<file path="config.mk">
export PLATFORM = sky130hd
export DESIGN_NAME = gf2m_serial_mul_flat
export DESIGN_NICKNAME = d
export VERILOG_FILES = /design/src/rtl/gf2m_pkg.sv /design/src/rtl/gf2m_serial_mul_if.sv /design/src/rtl/gf2m_mul_step.sv /design/src/rtl/gf2m_serial_mul.sv /design/src/flat_wrapper.sv
export SDC_FILE = /design/constraint.sdc
export NUM_CORES = 1
export LEC_CHECK = 0
export CAP_MARGIN = 20
export CORE_MARGIN = 5
export CORE_UTILIZATION = 55
export DETAILED_ROUTE_END_ITERATION = 10
export PLACE_DENSITY_LB_ADDON = 0.05
export SLEW_MARGIN = 20
export SYNTH_ARGS = -nofsm -noshare
export SYNTH_HDL_FRONTEND = slang
export SYNTH_HIERARCHICAL = 1
export SYNTH_SLANG_ARGS = --single-unit
export TNS_END_PERCENT = 30
</file>
<file path="constraint.sdc">
create_clock -name CLK -period 5 [get_ports CLK]
set_input_delay 1.5 -clock CLK [delete_from_list [all_inputs] [get_ports CLK]]
set_output_delay 1.5 -clock CLK [all_outputs]
set_load 0.01 [all_outputs]
</file>
<file path="src/rtl/gf2m_pkg.sv">
// Shared GF(2^m) field definition, used by the point-arithmetic FSMs and the multiplier datapath.
package gf2m_pkg;

  localparam int FIELD_M = 163;
  localparam logic [FIELD_M-1:0] FIELD_POLY = 163'hC9;

  typedef enum logic {
    ST_IDLE = 1'b0,
    ST_RUN  = 1'b1
  } mul_state_t;

  // Width of a down-counter that must hold m-1; at least one bit.
  function automatic int cnt_width(input int m);
    return (m > 1) ? $clog2(m) : 1;
  endfunction

endpackage

</file>
<file path="src/rtl/gf2m_serial_mul_if.sv">
// Request/response handshake between a point-arithmetic FSM (master) and the field multiplier (slave).
interface gf2m_serial_mul_if
  import gf2m_pkg::*;
#(
  parameter int M = FIELD_M
);

  logic         MUL_IN_VALID;
  logic [M-1:0] A;
  logic [M-1:0] B;
  logic         MUL_OUT_VALID;
  logic [M-1:0] P;
  logic         ERROR;
  logic         BUSY;

  modport master (
    output MUL_IN_VALID, A, B,
    input  MUL_OUT_VALID, P, ERROR, BUSY
  );

  modport slave (
    input  MUL_IN_VALID, A, B,
    output MUL_OUT_VALID, P, ERROR, BUSY
  );

endinterface

</file>
<file path="src/rtl/gf2m_mul_step.sv">
// One MSB-first iteration of polynomial-basis multiplication: c_next = (c*x mod f) + b_bit*a.
module gf2m_mul_step
  import gf2m_pkg::*;
#(
  parameter int           M    = FIELD_M,
  parameter logic [M-1:0] POLY = FIELD_POLY[M-1:0]
) (
  input  logic [M-1:0] c,
  input  logic [M-1:0] a,
  input  logic         b_bit,
  output logic [M-1:0] c_next
);

  logic [M-1:0] c_sh;

  // x^M overflows out of the top bit and folds back in as POLY.
  assign c_sh   = {c[M-2:0], 1'b0} ^ (c[M-1] ? POLY : '0);
  assign c_next = c_sh ^ (b_bit ? a : '0);

endmodule

</file>
<file path="src/rtl/gf2m_serial_mul.sv">
// Bit-serial GF(2^M) multiplier: M cycles per product, scanning B from its MSB.
//   state   | meaning
//   ST_IDLE | waiting for MUL_IN_VALID; P holds the last product
//   ST_RUN  | one multiply step per cycle, cnt counts down to 0
module gf2m_serial_mul
  import gf2m_pkg::*;
#(
  parameter int           M    = FIELD_M,
  parameter logic [M-1:0] POLY = FIELD_POLY[M-1:0]
) (
  input  logic             CLK,
  input  logic             RST_N,
  gf2m_serial_mul_if.slave bus
);

  localparam int CW = cnt_width(M);

  mul_state_t    state;
  logic [CW-1:0] cnt;
  logic [M-1:0]  c_r;
  logic [M-1:0]  a_r;
  logic [M-1:0]  b_r;
  logic [M-1:0]  c_next;
  logic [M-1:0]  p_r;
  logic          out_valid_r;
  logic          error_r;
  logic          busy_r;

  gf2m_mul_step #(
    .M    (M),
    .POLY (POLY)
  ) u_step (
    .c      (c_r),
    .a      (a_r),
    .b_bit  (b_r[cnt]),
    .c_next (c_next)
  );

  always_ff @(posedge CLK) begin
    if (!RST_N) begin
      state       <= ST_IDLE;
      cnt         <= '0;
      c_r         <= '0;
      a_r         <= '0;
      b_r         <= '0;
      p_r         <= '0;
      out_valid_r <= 1'b0;
      error_r     <= 1'b0;
      busy_r      <= 1'b0;
    end else begin
      case (state)
        ST_IDLE: begin
          out_valid_r <= 1'b0;
          if (bus.MUL_IN_VALID) begin
            a_r     <= bus.A;
            b_r     <= bus.B;
            c_r     <= '0;
            cnt     <= CW'(M - 1);
            busy_r  <= 1'b1;
            error_r <= 1'b0;
            state   <= ST_RUN;
          end
        end
        ST_RUN: begin
          // A request while busy, including on the final step, is dropped and flagged.
          if (bus.MUL_IN_VALID) begin
            error_r <= 1'b1;
          end
          c_r <= c_next;
          if (cnt == '0) begin
            p_r         <= c_next;
            out_valid_r <= 1'b1;
            busy_r      <= 1'b0;
            state       <= ST_IDLE;
          end else begin
            cnt <= cnt - CW'(1);
          end
        end
        default: begin
          state <= ST_IDLE;
        end
      endcase
    end
  end

  assign bus.MUL_OUT_VALID = out_valid_r;
  assign bus.P             = p_r;
  assign bus.ERROR         = error_r;
  assign bus.BUSY          = busy_r;

endmodule

</file>
<file path="src/flat_wrapper.sv">
// flat-port wrapper written by rule: the top's interface ports become plain ports
module gf2m_serial_mul_flat import gf2m_pkg::*;
#(
  parameter int           M    = FIELD_M,
  parameter logic [M-1:0] POLY = FIELD_POLY[M-1:0]
)
  (CLK, RST_N, bus_MUL_IN_VALID, bus_A, bus_B, bus_MUL_OUT_VALID, bus_P, bus_ERROR, bus_BUSY);
  gf2m_serial_mul_if #(.M(M)) bus_i ();
  input  logic CLK;
  input  logic RST_N;
  input wire logic [$bits(bus_i.MUL_IN_VALID)-1:0] bus_MUL_IN_VALID;
  input wire logic [$bits(bus_i.A)-1:0] bus_A;
  input wire logic [$bits(bus_i.B)-1:0] bus_B;
  output wire logic [$bits(bus_i.MUL_OUT_VALID)-1:0] bus_MUL_OUT_VALID;
  output wire logic [$bits(bus_i.P)-1:0] bus_P;
  output wire logic [$bits(bus_i.ERROR)-1:0] bus_ERROR;
  output wire logic [$bits(bus_i.BUSY)-1:0] bus_BUSY;
  assign bus_i.MUL_IN_VALID = bus_MUL_IN_VALID;
  assign bus_i.A = bus_A;
  assign bus_i.B = bus_B;
  assign bus_MUL_OUT_VALID = bus_i.MUL_OUT_VALID;
  assign bus_P = bus_i.P;
  assign bus_ERROR = bus_i.ERROR;
  assign bus_BUSY = bus_i.BUSY;
  gf2m_serial_mul #(.M(M), .POLY(POLY)) u_core (.CLK(CLK), .RST_N(RST_N), .bus(bus_i));
endmodule
</file>
==> impl_metrics.ini <==
[timing]
setup-tns-final_ps = 0
maxSlewViolCount = 0
grt_setup_unrepaired = no
worst_slew_pin_slew_ps = 1120
finClkSkew_ps = 22.5
maxSlewHeadroom_pct = 25.4
post-route-period-util_pct = 82.5
final-setup-viol-count = 0
holdWs_ps = 457
hold_viol = 0
finalCriticalPeriod_ps = 4120
fmax_ghz = 0.243

[worst_setup_path]
rr_worst_depth = 12
cp-endpoint = u_core/bus.P[38]$_SDFFE_PN0P_
r2r-end = u_core/bus.P[38]$_SDFFE_PN0P_
crit_type = flip-flop to flip-flop
crit_path_end_kind = flip-flop
r2r_slack_ps = 880
reg2reg_from = u_core/cnt[2]$_SDFFE_PN0P_
required_ps = 5490
worstPathMaxFanout = 34
critPathLaunch = u_core/cnt[2]$_SDFFE_PN0P_
startpoint_type = flip-flop
cp.arrival_ps = 4620

[layout]
fin_util_pct = 70.4
nets = 3735
syn_to_final_growth_pct = 27.1
fill_cells = 3864
drive_above_1_share_pct = 5.19

[synthesis]
synth_cell_types = 49
yosysTopAreaCell = dfxtp_1
synth_cells = 3054
syn_area_per_cell_sq_um = 8.86
synth_nets = 3385
synth_async_sr_flop_share_pct = 0
synth_ff_type = dfxtp_1
yosysWarningCount = 6
syn_area_sq_um = 27100
ys_seq_elements = 664
synth.most_common_cell = nand2_1
synth-seq-area-share_pct = 49.1
ys_top_cells_by_count = nand2_1 (1144), dfxtp_1 (664), a21boi_0 (470), xnor2_1 (169), a22o_1 (167)
synthTopCellsByArea = dfxtp_1 (49%), nand2_1 (16%), a21boi_0 (13%)
synth_edf_count = 0
synth_top_area_share_pct = 49.1

[drt]
drt-pass1-iter-count = 5
vias_per_cell = 5.42
final_antenna_net_count = 0
drt-total-wl_um = 75500
wl_per_cell_um = 18.3
drcViolationCount = 0
vias = 22300
drt_iter0_markers = 1588

[clock_tree]
path_clk_slew_ps = 60
cts_hold_buf = 0
cts_made_buffers = 68
htreeDepth = 3
cts.sinks = 664
cts_buffer_depth = 3
clkLatencyLatePin_ps = 590
cts-root-buf = clkbuf_16
cts_post_setup_buffers_inserted = 0
cts.repair.resized = 0
cts_tree = done

[power]
vdd_drop_max_mv = 0.300
p_leak_uw = 0.0121
p_per_area_nw_per_um2 = 372

[global_routing]
antenna_found_initial = 9
grt_pass1_wl_um = 118000
first_global_vias = 22200
overflow = 0
grtUsageTotal_pct = 27.0
grt_max_degree = 261

[placement]
dp_hpwl_um = 50100
place_congestion = 0.827
io_buffers = 494

[die]
die_h_um = 232
initial_core_util_pct = 55.4
coreArea_sq_um = 48800
die_area_sq_um = 53800
row_count = 81
io_pins = 495
die_w_um = 232

[job]
drv_cap = 0

[outcome]
outcome = finished clean

[worst_hold_path]
hold_class = flip-flop to flip-flop
hold_path_depth = 2
[worst max-delay path: stages (launching register included)]
cell      delay, ps
dfxtp_1        1060
and2_1          440
a22o_1          220
nor3_1           50
a31oi_1         160
nand3_1         100
a311oi_1        410
nand3_4         500
buf_4           450
nand2_1         130
xnor2_1         170
nand2_1          80
a21boi_0        230
[placed cells by master, fill, tap and decap left out, drive strengths merged, types with 8 or more instances in the layout]
master / Yosys / routed
nand2: 1154 / 1154
dfxtp: 664 / 664
clkdlybuf4s50: 0 / 493
a21boi: 491 / 491
xnor2: 169 / 169
a22o: 167 / 167
clkbuf: 146 / 96
mux2i: 41 / 41
buf: 94 / 27
mux4: 23 / 23
clkinv: 0 / 13
nor2: 13 / 13
a22oi: 10 / 10
nor2b: 8 / 8
nand3: 8 / 8
[worst min path at each step]
stage | start | end | slack (ps)
after floorplan | u_core/b_r[114]$_SDFFE_PN0P_ | u_core/b_r[114]$_SDFFE_PN0P_ | 440
after detailed placement | u_core/bus.P[92]$_SDFFE_PN0P_ | u_core/bus.P[92]$_SDFFE_PN0P_ | 450
after global placement | u_core/bus.P[92]$_SDFFE_PN0P_ | u_core/bus.P[92]$_SDFFE_PN0P_ | 440
after CTS | u_core/bus.P[92]$_SDFFE_PN0P_ | u_core/bus.P[92]$_SDFFE_PN0P_ | 460
final | u_core/bus.P[92]$_SDFFE_PN0P_ | u_core/bus.P[92]$_SDFFE_PN0P_ | 460
after global routing | u_core/b_r[85]$_SDFFE_PN0P_ | u_core/b_r[85]$_SDFFE_PN0P_ | 480
[flip-flops by register name, indices dropped and copies added (netlist names)]
register and count:
u_core/c_r 163, u_core/a_r 163, u_core/cnt 8, u_core/b_r 163, u_core/bus.ERROR 1, u_core/state 1, u_core/bus.P 163, u_core/bus.MUL_OUT_VALID 1
u_core/bus.BUSY 1
[logic make-up after synthesis]
kind of cell / after synthesis / synth area share (%)
flip-flops: 664 / 49.1
adder cells (fa/ha/maj): 2 / 0.0924
AO/OA/AOI/OAI: 697 / 20.1
multiplexers: 64 / 3.47
AND/OR/NAND/NOR: 1209 / 17.3
buffers and inverters: 245 / 4.40
XOR/XNOR: 173 / 5.60
[through the flow]
| stage | power [uW] | worst slack, ps | instances | instance area [sq um] |
|---|---|---|---|---|
| finish | 12800 | 877 | 4122 | 34400 |
| global route | 13300 | 619 | 4122 | 34400 |
| CTS | 12900 | 883 | 4115 | 34400 |
| detailed placement | 7740 | 937 | 3998 | 32100 |
| global placement | 7700 | 1060 | 3998 | 32100 |
| floorplan | 7080 | 2240 | 3054 | 27100 |
[where the power goes]
group / switching (uW) / internal, uW
Combinational: 1130 / 794
Clock: 2050 / 3130
Sequential: 196 / 5520
Total: 3370 / 9450
[final cells by class]
class,count,area (sq um),share of cell area [%]
clock inverter,21,272,0.789
timing repair buffer,520,5310,15.4
tap,664,831,2.41
antenna,7,17.5,0.0509
clock buffer,96,2030,5.90
sequential,664,13300,38.6
multi-input combinational,2145,12600,36.7
inverter,5,18.8,0.0545
[metal layers]
layer	vias up	track usage (%)	wire length, um
met3	161	5.56	4330
met1	10700	34.8	32000
met4	4	11.1	3180
met2	645	44.5	36000
li1	10800	-	-
met5	-	0	27
Power figures use the tool's default switching activity.
